===== src/rtl/top_ting_pkg.sv =====
// Shared definitions for the top_ting elliptic-curve scalar multiplier.
// Holds the datapath width, the operand load length in nibbles, the top-level
// FSM state enum, the field ALU opcode and state enums, the micro-op encoding
// used by the point-operation sequencer, and small modular-arithmetic helpers.
package top_ting_pkg;

  localparam int WIDTH   = 32;
  localparam int NIBBLES = 8;
  localparam logic [WIDTH-1:0] ONE = 1;

  typedef enum logic [2:0] {ST_IDLE, ST_LOAD, ST_SCAN, ST_DBL, ST_ADD, ST_DONE} state_e;
  typedef enum logic [1:0] {OP_MUL, OP_ADD, OP_SUB, OP_INV} op_e;
  typedef enum logic [1:0] {ALU_IDLE, ALU_MUL, ALU_INV} alu_state_e;

  // Operand sources and destinations of one field operation in a point op.
  typedef enum logic [2:0] {SRC_X, SRC_Y, SRC_PX, SRC_PY, SRC_T1, SRC_T2, SRC_LAM, SRC_A} src_e;
  typedef enum logic [1:0] {DST_T1, DST_T2, DST_LAM} dst_e;

  typedef struct packed {
    op_e  op;
    src_e sa;
    src_e sb;
    dst_e dst;
    logic last;   // final step: T1 holds x3 and the ALU result is y3
  } uop_t;

  function automatic uop_t mk(input op_e o, input src_e sa, input src_e sb,
                              input dst_e d, input logic l);
    uop_t u;
    u.op = o; u.sa = sa; u.sb = sb; u.dst = d; u.last = l;
    return u;
  endfunction

  // R = 2R: lambda = (3x^2 + a) / 2y, x3 = lambda^2 - 2x, y3 = lambda(x - x3) - y
  function automatic uop_t dbl_uop(input logic [3:0] step);
    case (step)
      4'd0:    return mk(OP_MUL, SRC_X,   SRC_X,   DST_T1,  1'b0);
      4'd1:    return mk(OP_ADD, SRC_T1,  SRC_T1,  DST_T2,  1'b0);
      4'd2:    return mk(OP_ADD, SRC_T2,  SRC_T1,  DST_T1,  1'b0);
      4'd3:    return mk(OP_ADD, SRC_T1,  SRC_A,   DST_T1,  1'b0);
      4'd4:    return mk(OP_ADD, SRC_Y,   SRC_Y,   DST_T2,  1'b0);
      4'd5:    return mk(OP_INV, SRC_T2,  SRC_T2,  DST_T2,  1'b0);
      4'd6:    return mk(OP_MUL, SRC_T1,  SRC_T2,  DST_LAM, 1'b0);
      4'd7:    return mk(OP_MUL, SRC_LAM, SRC_LAM, DST_T1,  1'b0);
      4'd8:    return mk(OP_SUB, SRC_T1,  SRC_X,   DST_T1,  1'b0);
      4'd9:    return mk(OP_SUB, SRC_T1,  SRC_X,   DST_T1,  1'b0);
      4'd10:   return mk(OP_SUB, SRC_X,   SRC_T1,  DST_T2,  1'b0);
      4'd11:   return mk(OP_MUL, SRC_LAM, SRC_T2,  DST_T2,  1'b0);
      default: return mk(OP_SUB, SRC_T2,  SRC_Y,   DST_T2,  1'b1);
    endcase
  endfunction

  // R = R + P: lambda = (py - y) / (px - x), x3 = lambda^2 - x - px, y3 = lambda(x - x3) - y
  function automatic uop_t add_uop(input logic [3:0] step);
    case (step)
      4'd0:    return mk(OP_SUB, SRC_PY,  SRC_Y,   DST_T1,  1'b0);
      4'd1:    return mk(OP_SUB, SRC_PX,  SRC_X,   DST_T2,  1'b0);
      4'd2:    return mk(OP_INV, SRC_T2,  SRC_T2,  DST_T2,  1'b0);
      4'd3:    return mk(OP_MUL, SRC_T1,  SRC_T2,  DST_LAM, 1'b0);
      4'd4:    return mk(OP_MUL, SRC_LAM, SRC_LAM, DST_T1,  1'b0);
      4'd5:    return mk(OP_SUB, SRC_T1,  SRC_X,   DST_T1,  1'b0);
      4'd6:    return mk(OP_SUB, SRC_T1,  SRC_PX,  DST_T1,  1'b0);
      4'd7:    return mk(OP_SUB, SRC_X,   SRC_T1,  DST_T2,  1'b0);
      4'd8:    return mk(OP_MUL, SRC_LAM, SRC_T2,  DST_T2,  1'b0);
      default: return mk(OP_SUB, SRC_T2,  SRC_Y,   DST_T2,  1'b1);
    endcase
  endfunction

  // Operands are already reduced, so one conditional correction suffices.
  function automatic logic [WIDTH-1:0] mod_add(input logic [WIDTH-1:0] x,
                                               input logic [WIDTH-1:0] y,
                                               input logic [WIDTH-1:0] p);
    logic [WIDTH:0] s;
    s = {1'b0, x} + {1'b0, y};
    if (s >= {1'b0, p}) s = s - {1'b0, p};
    return s[WIDTH-1:0];
  endfunction

  function automatic logic [WIDTH-1:0] mod_sub(input logic [WIDTH-1:0] x,
                                               input logic [WIDTH-1:0] y,
                                               input logic [WIDTH-1:0] p);
    return (x >= y) ? (x - y) : (x - y + p);
  endfunction

  // x/2 mod p for odd p: add p first when x is odd so the shift is exact.
  function automatic logic [WIDTH-1:0] mod_half(input logic [WIDTH-1:0] x,
                                                input logic [WIDTH-1:0] p);
    logic [WIDTH:0] s;
    s = x[0] ? ({1'b0, x} + {1'b0, p}) : {1'b0, x};
    return s[WIDTH:1];
  endfunction

endpackage


===== src/rtl/ecc_field_alu.sv =====
// Modular arithmetic unit over GF(p): multiply, add, subtract, inverse.
// Ports: clk/rst (async active-high), start + op + opa/opb/prime request,
// done + result response.
// Handshake: start is a one-cycle request honoured only while the unit is
// idle; operands are captured on that edge. done pulses for exactly one cycle
// with result valid alongside it, and result holds until the next done.
// ADD/SUB answer one cycle after start, MUL after 32 shift-add steps,
// INV after at most 64 binary extended-Euclid steps. INV of 0 returns 0.
module ecc_field_alu
  import top_ting_pkg::*;
(
  input  logic             clk,
  input  logic             rst,
  input  logic             start,
  input  logic [1:0]       op,
  input  logic [WIDTH-1:0] opa,
  input  logic [WIDTH-1:0] opb,
  input  logic [WIDTH-1:0] prime,
  output logic             done,
  output logic [WIDTH-1:0] result
);

  alu_state_e       state_q, state_d;
  logic [WIDTH-1:0] acc_q, acc_d, ma_q, ma_d, mb_q, mb_d, p_q, p_d;
  logic [WIDTH-1:0] u_q, u_d, v_q, v_d, x1_q, x1_d, x2_q, x2_d, res_q, res_d;
  logic [6:0]       cnt_q, cnt_d;
  logic             done_q, done_d;
  logic [WIDTH-1:0] mul_next;

  // MSB-first interleaved multiply: acc = 2*acc + (b[i] ? a : 0), reduced each step.
  assign mul_next = mod_add(mod_add(acc_q, acc_q, p_q), mb_q[cnt_q[4:0]] ? ma_q : '0, p_q);

  always_ff @(posedge clk or posedge rst) begin
    if (rst) begin
      state_q <= ALU_IDLE;
      acc_q <= '0; ma_q <= '0; mb_q <= '0; p_q <= '0;
      u_q <= '0; v_q <= '0; x1_q <= '0; x2_q <= '0; res_q <= '0;
      cnt_q <= '0; done_q <= 1'b0;
    end else begin
      state_q <= state_d;
      acc_q <= acc_d; ma_q <= ma_d; mb_q <= mb_d; p_q <= p_d;
      u_q <= u_d; v_q <= v_d; x1_q <= x1_d; x2_q <= x2_d; res_q <= res_d;
      cnt_q <= cnt_d; done_q <= done_d;
    end
  end

  always_comb begin
    state_d = state_q;
    acc_d = acc_q; ma_d = ma_q; mb_d = mb_q; p_d = p_q;
    u_d = u_q; v_d = v_q; x1_d = x1_q; x2_d = x2_q; res_d = res_q;
    cnt_d = cnt_q;
    done_d = 1'b0;
    case (state_q)
      ALU_IDLE: begin
        if (start) begin
          p_d = prime;
          case (op_e'(op))
            OP_ADD: begin res_d = mod_add(opa, opb, prime); done_d = 1'b1; end
            OP_SUB: begin res_d = mod_sub(opa, opb, prime); done_d = 1'b1; end
            OP_MUL: begin
              ma_d = opa; mb_d = opb; acc_d = '0; cnt_d = 7'd31;
              state_d = ALU_MUL;
            end
            default: begin
              if (opa == '0) begin
                res_d = '0; done_d = 1'b1;
              end else begin
                u_d = opa; v_d = prime; x1_d = ONE; x2_d = '0; cnt_d = '0;
                state_d = ALU_INV;
              end
            end
          endcase
        end
      end
      ALU_MUL: begin
        acc_d = mul_next;
        cnt_d = cnt_q - 7'd1;
        if (cnt_q == 7'd0) begin
          res_d = mul_next; done_d = 1'b1; state_d = ALU_IDLE;
        end
      end
      ALU_INV: begin
        // Invariants: x1*a == u and x2*a == v (mod p). Every step halves
        // u or v, so the loop ends once either reaches 1.
        if (u_q == ONE) begin
          res_d = x1_q; done_d = 1'b1; state_d = ALU_IDLE;
        end else if (v_q == ONE) begin
          res_d = x2_q; done_d = 1'b1; state_d = ALU_IDLE;
        end else if (u_q == '0 || v_q == '0 || cnt_q == 7'd127) begin
          res_d = '0; done_d = 1'b1; state_d = ALU_IDLE;
        end else begin
          cnt_d = cnt_q + 7'd1;
          if (!u_q[0]) begin
            u_d = u_q >> 1; x1_d = mod_half(x1_q, p_q);
          end else if (!v_q[0]) begin
            v_d = v_q >> 1; x2_d = mod_half(x2_q, p_q);
          end else if (u_q >= v_q) begin
            u_d = (u_q - v_q) >> 1; x1_d = mod_half(mod_sub(x1_q, x2_q, p_q), p_q);
          end else begin
            v_d = (v_q - u_q) >> 1; x2_d = mod_half(mod_sub(x2_q, x1_q, p_q), p_q);
          end
        end
      end
      default: state_d = ALU_IDLE;
    endcase
  end

  assign done   = done_q;
  assign result = res_q;

endmodule


===== src/rtl/top_ting.sv =====
// Elliptic-curve scalar multiplier k*P on y^2 = x^3 + a*x + b mod p.
// Inputs: i_clk, i_rst (async active-high), i_start pulse, then eight nibbles
// MSB first on a, prime, k, Px, Py. Outputs: kPx/kPy live accumulator R,
// final_output_1/2 registered result, final_done one-cycle pulse, raw1 = k.
// Left-to-right double-and-add; each point op is a fixed micro-op sequence
// run on ecc_field_alu. The point at infinity is a flag and reads out as (0,0).
module top_ting
  import top_ting_pkg::*;
(
  input  logic             i_clk,
  input  logic             i_rst,
  input  logic             i_start,
  input  logic [3:0]       a,
  input  logic [3:0]       prime,
  input  logic [3:0]       k,
  input  logic [3:0]       Px,
  input  logic [3:0]       Py,
  output logic [WIDTH-1:0] kPx,
  output logic [WIDTH-1:0] kPy,
  output logic [WIDTH-1:0] final_output_1,
  output logic [WIDTH-1:0] final_output_2,
  output logic             final_done,
  output logic [WIDTH-1:0] raw1
);

  state_e           state_q, state_d;
  logic [2:0]       cnt_q, cnt_d;
  logic [4:0]       bit_q, bit_d;
  logic [3:0]       step_q, step_d;
  logic [WIDTH-1:0] a_q, a_d, p_q, p_d, k_q, k_d, px_q, px_d, py_q, py_d;
  logic [WIDTH-1:0] rx_q, rx_d, ry_q, ry_d, t1_q, t1_d, t2_q, t2_d, lam_q, lam_d;
  logic [WIDTH-1:0] fo1_q, fo1_d, fo2_q, fo2_d;
  logic             r_inf_q, r_inf_d, found_q, found_d, issued_q, issued_d;
  logic             via_add_q, via_add_d, fdone_q, fdone_d;
  uop_t             uop;
  logic [WIDTH-1:0] alu_a, alu_b, alu_result;
  logic             alu_start, alu_done, end_bit, dbl_fin;

  assign uop = (state_q == ST_ADD) ? add_uop(step_q) : dbl_uop(step_q);

  ecc_field_alu u_alu (
    .clk(i_clk), .rst(i_rst), .start(alu_start), .op(uop.op),
    .opa(alu_a), .opb(alu_b), .prime(p_q), .done(alu_done), .result(alu_result)
  );

  always_ff @(posedge i_clk or posedge i_rst) begin
    if (i_rst) begin
      state_q <= ST_IDLE; cnt_q <= '0; bit_q <= '0; step_q <= '0;
      a_q <= '0; p_q <= '0; k_q <= '0; px_q <= '0; py_q <= '0;
      rx_q <= '0; ry_q <= '0; t1_q <= '0; t2_q <= '0; lam_q <= '0;
      fo1_q <= '0; fo2_q <= '0;
      r_inf_q <= 1'b0; found_q <= 1'b0; issued_q <= 1'b0; via_add_q <= 1'b0; fdone_q <= 1'b0;
    end else begin
      state_q <= state_d; cnt_q <= cnt_d; bit_q <= bit_d; step_q <= step_d;
      a_q <= a_d; p_q <= p_d; k_q <= k_d; px_q <= px_d; py_q <= py_d;
      rx_q <= rx_d; ry_q <= ry_d; t1_q <= t1_d; t2_q <= t2_d; lam_q <= lam_d;
      fo1_q <= fo1_d; fo2_q <= fo2_d;
      r_inf_q <= r_inf_d; found_q <= found_d; issued_q <= issued_d;
      via_add_q <= via_add_d; fdone_q <= fdone_d;
    end
  end

  // Next-state and datapath update.
  always_comb begin
    state_d = state_q; cnt_d = cnt_q; bit_d = bit_q; step_d = step_q;
    a_d = a_q; p_d = p_q; k_d = k_q; px_d = px_q; py_d = py_q;
    rx_d = rx_q; ry_d = ry_q; t1_d = t1_q; t2_d = t2_q; lam_d = lam_q;
    fo1_d = fo1_q; fo2_d = fo2_q;
    r_inf_d = r_inf_q; found_d = found_q; issued_d = issued_q; via_add_d = via_add_q;
    fdone_d = 1'b0; alu_start = 1'b0; end_bit = 1'b0; dbl_fin = 1'b0;
    case (state_q)
      ST_IDLE: if (i_start) begin state_d = ST_LOAD; cnt_d = '0; end
      ST_LOAD: begin
        a_d = {a_q[WIDTH-5:0], a};     p_d = {p_q[WIDTH-5:0], prime};
        k_d = {k_q[WIDTH-5:0], k};     px_d = {px_q[WIDTH-5:0], Px};
        py_d = {py_q[WIDTH-5:0], Py};  cnt_d = cnt_q + 3'd1;
        if (cnt_q == 3'(NIBBLES - 1)) begin
          state_d = ST_SCAN; bit_d = 5'd31; found_d = 1'b0;
          r_inf_d = 1'b1; rx_d = '0; ry_d = '0; via_add_d = 1'b0;
        end
      end
      ST_SCAN: begin
        // Before the top set bit is found, walk down one bit per cycle;
        // that bit seeds R = P and every later bit costs a double (+ add).
        if (found_q) begin
          state_d = ST_DBL; step_d = '0; issued_d = 1'b0;
        end else begin
          if (k_q[bit_q]) begin
            found_d = 1'b1; r_inf_d = 1'b0; rx_d = px_q; ry_d = py_q;
          end
          end_bit = 1'b1;
        end
      end
      ST_DBL: begin
        if (!issued_q) begin
          if (step_q == 4'd0 && (r_inf_q || ry_q == '0)) begin
            r_inf_d = 1'b1; dbl_fin = 1'b1;
          end else begin
            alu_start = 1'b1; issued_d = 1'b1;
          end
        end else if (alu_done) begin
          issued_d = 1'b0;
          if (uop.last) begin
            rx_d = t1_q; ry_d = alu_result; dbl_fin = 1'b1;
          end else begin
            step_d = step_q + 4'd1;
            case (uop.dst)
              DST_T1:  t1_d = alu_result;
              DST_T2:  t2_d = alu_result;
              default: lam_d = alu_result;
            endcase
          end
        end
      end
      ST_ADD: begin
        if (!issued_q) begin
          if (step_q == 4'd0 && r_inf_q) begin
            r_inf_d = 1'b0; rx_d = px_q; ry_d = py_q; end_bit = 1'b1;
          end else if (step_q == 4'd0 && rx_q == px_q) begin
            // Equal x: either R == P (use doubling) or R == -P (infinity).
            if (ry_q == py_q) begin
              via_add_d = 1'b1; state_d = ST_DBL; step_d = '0;
            end else begin
              r_inf_d = 1'b1; end_bit = 1'b1;
            end
          end else begin
            alu_start = 1'b1; issued_d = 1'b1;
          end
        end else if (alu_done) begin
          issued_d = 1'b0;
          if (uop.last) begin
            rx_d = t1_q; ry_d = alu_result; end_bit = 1'b1;
          end else begin
            step_d = step_q + 4'd1;
            case (uop.dst)
              DST_T1:  t1_d = alu_result;
              DST_T2:  t2_d = alu_result;
              default: lam_d = alu_result;
            endcase
          end
        end
      end
      ST_DONE: state_d = ST_IDLE;
      default: state_d = ST_IDLE;
    endcase

    // A doubling that stood in for P+P finishes the bit; otherwise the
    // current bit decides whether an add follows.
    if (dbl_fin) begin
      if (via_add_q) begin
        via_add_d = 1'b0; end_bit = 1'b1;
      end else if (k_q[bit_q]) begin
        state_d = ST_ADD; step_d = '0; issued_d = 1'b0;
      end else begin
        end_bit = 1'b1;
      end
    end
    if (end_bit) begin
      if (bit_q == 5'd0) state_d = ST_DONE;
      else begin bit_d = bit_q - 5'd1; state_d = ST_SCAN; end
    end

    // Result registers load on the same edge that raises final_done.
    if (state_d == ST_DONE) begin
      fdone_d = 1'b1;
      fo1_d = r_inf_d ? '0 : rx_d;
      fo2_d = r_inf_d ? '0 : ry_d;
    end
  end

  // Outputs and ALU operand selection.
  always_comb begin
    kPx = rx_q; kPy = ry_q; raw1 = k_q;
    final_output_1 = fo1_q; final_output_2 = fo2_q; final_done = fdone_q;
    alu_a = '0; alu_b = '0;
    case (uop.sa)
      SRC_X: alu_a = rx_q;   SRC_Y: alu_a = ry_q;   SRC_PX: alu_a = px_q; SRC_PY: alu_a = py_q;
      SRC_T1: alu_a = t1_q;  SRC_T2: alu_a = t2_q;  SRC_LAM: alu_a = lam_q; default: alu_a = a_q;
    endcase
    case (uop.sb)
      SRC_X: alu_b = rx_q;   SRC_Y: alu_b = ry_q;   SRC_PX: alu_b = px_q; SRC_PY: alu_b = py_q;
      SRC_T1: alu_b = t1_q;  SRC_T2: alu_b = t2_q;  SRC_LAM: alu_b = lam_q; default: alu_b = a_q;
    endcase
  end

endmodule


===== config.mk =====
export PLATFORM = sky130hd
export DESIGN_NAME = top_ting
export DESIGN_NICKNAME = d
export VERILOG_FILES = /design/src/rtl/top_ting_pkg.sv /design/src/rtl/ecc_field_alu.sv /design/src/rtl/top_ting.sv
export SDC_FILE = /design/constraint.sdc
export NUM_CORES = 2
export LEC_CHECK = 0
export BUFFER_PORTS_ARGS = -buffer_cell sky130_fd_sc_hd__buf_4
export CORE_MARGIN = 2
export CORE_UTILIZATION = 45
export CTS_CLUSTER_DIAMETER = 80
export DETAILED_ROUTE_END_ITERATION = 8
export PLACE_DENSITY_LB_ADDON = 0.1
export SLEW_MARGIN = 20
export SYNTH_ARGS = -nofsm -noshare
export SYNTH_HDL_FRONTEND = slang
export SYNTH_HIERARCHICAL = 1
export SYNTH_SLANG_ARGS = --single-unit

===== constraint.sdc =====
create_clock -name i_clk -period 18.7 [get_ports i_clk]
set_input_delay 2.805 -clock i_clk [delete_from_list [all_inputs] [get_ports i_clk]]
set_output_delay 2.805 -clock i_clk [all_outputs]
set_load 0.005 [all_outputs]

== Word-level counts from Yosys, hierarchy flattened ==
Memory sizes are Yosys's and may differ from the RTL's.
Index checks and enable logic that the tools add are counted.

* $add $sub $neg: 23
* Magnitude comparators: 9
* Eq/ne operators: 47
* Muxes and demuxes: 194
* Bitwise gates (word level): 2
* Reductions and logical operators: 43

{| class="wikitable"
|+ Operators by type and width
! operator !! number
|-
| two-way mux 32 bit || 69
|-
| case mux 32 bit (7 select lines) || 2
|-
| case mux 32 bit (2 select lines) || 5
|-
| case mux 32 bit (4 select lines) || 2
|-
| subtractor 32 bit || 8
|-
| adder 32 x 32 -> 33 bit || 7
|-
| case mux 32 bit (3 select lines) || 2
|-
| two-way mux 33 bit || 4
|-
| >= comparator 32 bit || 4
|-
| logical NOT 32 bit || 4
|-
| >= comparator 33 x 32 -> 1 bit || 3
|-
| adder 32 bit || 3
|-
| equality test 32 x 1 -> 1 bit, second input constant || 2
|-
| equality test 32 bit || 2
|-
| two-way mux 1 bit || 53
|-
| two-way mux 4 bit || 11
|-
| two-way mux 3 bit || 13
|-
| two-way mux 7 bit || 5
|-
| equality test 3 bit, second input constant || 9
|-
| inequality test 2 bit, second input constant || 11
|-
| case mux 7 bit (3 select lines) || 1
|-
| two-way mux 5 bit || 4
|-
| AND reduction 5 bit || 4
|-
| equality test 3 x 2 -> 1 bit, second input constant || 6
|-
| 44 further kinds || 84
|}

* Flip-flop bits (word level): 702
* Memory bits (read-only): 352
* Output and inout port bits: 161
* Memories kept: 2

{| class="wikitable"
|+ Memory list
! memory !! words !! width !! rd ports !! clocked after memory_dff !! wr ports !! RTL line !! source
|-
| (name not given) || 16 || 11 || 1 || 0 || 0 || top_ting_pkg.sv:36 || <nowiki>case (step)</nowiki>
|-
| (name not given) || 16 || 11 || 1 || 0 || 0 || top_ting_pkg.sv:55 || <nowiki>case (step)</nowiki>
|}

== Longest topological paths before layout ==
* Word-level depth: 12
* Mapped depth: 42
* Gate-level depth less buffers: 39

== Hierarchy ==
The synthesis kept the hierarchy.

{| class="wikitable"
|+ Modules (own cells, without submodules)
! module !! instances !! cells each !! area an instance (sq um)
|-
| ecc_field_alu || 1 || 5,983 || 44,448.9
|-
| top_ting || 1 || 2,444 || 24,144.4
|}

== Worst setup path before layout ==
OpenSTA, ideal clock, no wires.

* Path type: register -> register
* From: register u_alu.p_q[1]
* To: register u_alu.res_q[1] (netlist: u_alu/result[1])
* Setup time: 126 ps
* Arrival time: 8,571 ps
* Setup slack: 10,003 ps
* Cell stages (with the launch flop): 41
* Path buffers: 2
* Clock period less this slack: 8,697 ps
* Cell sequence: dfrtp_1 > inv_1 > ha_1 > nor2b_1 > o21ai_0 > a21oi_1 > o21ai_0 > a21oi_1 > a211oi_1 > nor3_1 > a211oi_1 > a21oi_1 > o21a_1 > nor3_1 > clkbuf_1 > nor2_1 > ha_1 > fa_1 > [5 not listed] > a21o_1 > a21oi_1 > o21bai_1 > a21oi_1 > xnor2_1 > ha_1 > a21o_1 > a21oi_1 > o21ai_0 > a21oi_1 > nor3_1 > nor3_1 > a21oi_1 > nor2_1 > clkbuf_1 > mux2i_1 > nor2_1 > o32a_1

* Cells in the longest elaborated chain, start to end: 7

{| class="wikitable"
|+ Ends and longest elaborated chain
! item !! RTL line !! source
|-
| start: declaration || ecc_field_alu.sv:24 || <nowiki>logic [WIDTH-1:0] acc_q, acc_d, ma_q, ma_d, mb_q, mb_d, p_q, p_d;</nowiki>
|-
| start signal: assignment || ecc_field_alu.sv:36 || <nowiki>acc_q <= '0; ma_q <= '0; mb_q <= '0; p_q <= '0;</nowiki>
|-
| start signal: assignment || ecc_field_alu.sv:41 || <nowiki>acc_q <= acc_d; ma_q <= ma_d; mb_q <= mb_d; p_q <= p_d;</nowiki>
|-
| subtractor 32 bit / >= comparator 33 x 32 -> 1 bit (equally long branches) || top_ting_pkg.sv:75 || <nowiki>if (s >= {1'b0, p}) s = s - {1'b0, p};</nowiki>
|-
| two-way mux 32 bit || top_ting_pkg.sv:75 ||
|-
| adder 32 x 32 -> 33 bit || top_ting_pkg.sv:74 || <nowiki>s = {1'b0, x} + {1'b0, y};</nowiki>
|-
| subtractor 32 bit / >= comparator 33 x 32 -> 1 bit (equally long branches) || top_ting_pkg.sv:75 ||
|-
| two-way mux 32 bit * || top_ting_pkg.sv:75 ||
|-
| two-way mux 32 bit * || ecc_field_alu.sv:78 || <nowiki>if (cnt_q == 7'd0) begin</nowiki>
|-
| case mux 32 bit (3 select lines) * || ecc_field_alu.sv:53 || <nowiki>case (state_q)</nowiki>
|-
| end signal: assignment || ecc_field_alu.sv:37 || <nowiki>u_q <= '0; v_q <= '0; x1_q <= '0; x2_q <= '0; res_q <= '0;</nowiki>
|-
| end signal: assignment || ecc_field_alu.sv:42 || <nowiki>u_q <= u_d; v_q <= v_d; x1_q <= x1_d; x2_q <= x2_d; res_q <= res_d;</nowiki>
|-
| end: declaration || ecc_field_alu.sv:25 || <nowiki>logic [WIDTH-1:0] u_q, u_d, v_q, v_d, x1_q, x1_d, x2_q, x2_d, res_q, res_d;</nowiki>
|}

Mark *: on every way between the ends. The rest lies on a longest branch, timed or not. The select of a mux whose other input is x is not followed.
A chain may end at the register's enable or synchronous reset.

== Worst setup path after layout ==
* From: register u_alu.p_q[11]
* To: register u_alu.res_q[12] (netlist: u_alu/result[12])

Same word-level chain as after synthesis.

==> summary.md <==
| Metric | Value |
|---|---|
| Synth top area share | 0.256 |
| Post-Syn Area | a little under 70,000 µm² |
| Die Ht | about 400 µm |
| TritonRoute pass-1 iters | 6 |
| PortBufs | ~180 |
| Initial antenna violation count | 14 |
| Worst-path fanout max | 39 |
| Setup bufs post-CTS | 0 |
| Wl on met1 | 122,000 µm |
| Final hold violation count | 0 |
| Post-synth EDFFs | 0 |
| Max_slew headroom | 0.194 |
| Vias in the first global route | approximately 65,000 |
| Pins Over Slew Limit | 0 |
| Total Neg Setup Slack | 0 ns |
| # rows | 143 |
| Hold endpoint | u_alu/ma_q[26] |
| RSZ-0062 raised after global routing | false |
| Most frequent cells in the layout | nand2_1, dfrtp_1, o21ai_0 |
| Period minus WS final | between 10 and 15 ns |
| CTS root buf | clkbuf_16 |
| DR WL/cell | 30.5 µm |
| DP Area | a little over 70,000 µm² |
| Clock sinks | ~700 |
| Max Fclk | 93.8 MHz |
| Remaining DRCs | 0 |
| Status | finished clean |
| DRT iter0 DRCs | 6,700 |
| Most Frequent Cell on Critical Path | a21oi_1 |
| R2r endpoint | u_alu/result[12] |
| Hold_sp | u_alu/ma_q[26] |
| Met3 WL | ~23,000 µm |
| Layout area overhead | 9.63% |
| Synthesized Nets | 9,030 |
| First-pass GRT wire length | 462,000 µm |
| Pin count of the biggest net entering global routing | 100 |
| Worst Hold Depth | 2 |
| Overall routing resource usage | 0.399 |
| IO Count | 184 |
| H-tree Lvls | 3 |
| Sequential-to-total area share from yosys stat | 0.256 |
| CTS Hold Bufs | 0 |
| Clk buf depth | 3 |
| TritonCTS clock tree | yes |
| Cells after synthesis | approximately 8,400 |
| DR top layer | met5 |
| Layout cells sized above 1 | 0.120 |
| Vias per cell | 6.51 |
| Synth cell types | about 120 |
| GP Congestion | approximately 1.1 |
| #FFs+latches synth | 702 |
| Die ar. | approximately 160,000 µm² |
| WP data arrival | 11.24 ns |
| Die width | between 300 and 400 µm |
| Fin crit share | 0.570 |
| DR WL met2 | roughly 150,000 µm |
| Total of max-cap violations | 0 |
| Worst Reg2Reg Path Length in Cells | 37 |
| Total grt overflow | 0 |
| Core Box Area | 152,000 µm² |
| Post-DRT Antenna Nets | 0 |
| Post-cts sizing count | 0 |
| Clock slew at reported path FFs | ~0.060 ns |
| Setup slack, reg-to-reg | roughly 8 ns |
| Critical Setup Path Class | register to register |
| Crit. End Element | register |
| Largest stage delay on the critical path | between 0.6 and 0.7 ns |
| Start of the worst register-to-register path | u_alu/p_q[11] |
| Design area | between 70,000 and 80,000 µm² |
| Post-DP HPWL | between 200,000 and 250,000 µm |
| Num CTS Buffers | 93 |
| Crit path launch type | register |
| Post-synth ARST share | 1.00 |
| Synth Warn # | 6 |
| Leading cell type in the layout, fill and taps excluded | nand2_1 |
| Pin slew with the least headroom to its limit | 1.20 ns |
| Final nets | between 8,000 and 9,000 |
| Yosys top cell by area | dfrtp_1 |
| Main flop type after synthesis | dfrtp_1 |
| Vias | between 60,000 and 70,000 |
| Synth top area cells | dfrtp_1, ha_1, nand2_1 |
| Worst Hold Class | register to register |
| Clk_lat worst skew | about 0.75 ns |
| Clock Skews | 0.0629 ns |
| Final wirelength | 320,000 µm |
| Finish-stage setup viols | 0 |
| Starting Density | 0.452 |
| Syn_area_per_cell | 8.14 µm² |
| Slowest-stage cell, CP | a211oi_1 |
| Worst EP required | 19.28 ns |
state kept, by name (all words and copies together) (netlist names), 32 cells and up:
register,flops
a_q,32
final_output_1,32
final_output_2,32
kPx,32
kPy,32
lam_q,32
p_q,32
px_q,32
py_q,32
raw1,32
t1_q,32
t2_q,32
u_alu/acc_q,32
u_alu/ma_q,32
u_alu/mb_q,32
u_alu/p_q,32
u_alu/result,32
u_alu/u_q,32
u_alu/v_q,32
u_alu/x1_q,32
u_alu/x2_q,32
per-layer routing:
metal	global-route usage	vias to the layer above
met2	0.651	3236
li1	-	30800
met3	0.0682	894
met5	0	-
met1	0.473	33400
met4	0.290	8
area by class of cell:
cell class	instances	area [µm²]
Antenna cell	13	32.5
Clock buffer	122	2600
Clock inverter	45	726
Fill cell	15000	76500
Inverter	506	1910
Multi-Input combinational cell	6748	47300
Sequential cell	702	17600
Tap cell	2030	2540
Timing Repair Buffer	340	2550
how the worst max path moves through the flow:
stage                   from                to  slack, ns  cells past startpoint
3_5_place_dp   u_alu/p_q[11]  u_alu/result[18]       8.12                     38
6_report       u_alu/p_q[11]  u_alu/result[12]       8.04                     37
2_1_floorplan          i_rst            a_q[0]       4.66                      1
5_1_grt        u_alu/p_q[11]  u_alu/result[20]       7.37                     39
4_1_cts        u_alu/p_q[11]  u_alu/result[18]       8.06                     38
3_3_place_gp   u_alu/p_q[11]  u_alu/result[18]       8.15                     38
synth_stat cells, drive strengths merged, types with 73 or more instances:
library cell    n
nand2         939
o21ai         712
dfrtp         702
a21oi         701
ha            562
inv           498
nor2          494
clkbuf        342
xnor2         315
mux2          306
a21o          250
nand3         220
xor2          201
nor3          135
buf           129
mux2i         112
o21bai        105
nor2b         102
a211oi        100
a221oi         97
o22ai          93
nand4          78
a31oi          75
o2bb2ai        73
cells by family after synthesis:
kind of cell	after synthesis	share of synthesized area
AO/OA/AOI/OAI	2892	0.278
AND/OR/NAND/NOR	2308	0.155
buffers and inverters	977	0.0593
flip-flops	702	0.256
adder cells (fa/ha/maj)	580	0.108
XOR/XNOR	516	0.0659
multiplexers	452	0.0779
worst max-delay path: cells and delay by family (launching register included):
family                   cells  cell delay [ns]
flip-flops                   1             0.67
AND/OR/NAND/NOR              9             1.74
buffers and inverters        3             1.02
adder cells (fa/ha/maj)      3             1.02
AO/OA/AOI/OAI               19             5.04
multiplexers                 2             0.65
XOR/XNOR                     1             0.28
per-stage QoR:
stage	hold WS [ns]	util	setup WS [ns]	cells
2_1_floorplan	0.442	-	4.66	8427
3_3_place_gp	0.459	0.473	8.15	10300
3_5_place_dp	0.463	0.474	8.12	10300
4_1_cts	0.477	0.495	8.06	10500
5_1_grt	0.497	0.496	7.37	10500
6_report	0.471	0.496	8.04	10500
Power is not shown: default switching activity piles up to over one toggle a cycle in this logic, so the estimate is an artifact.
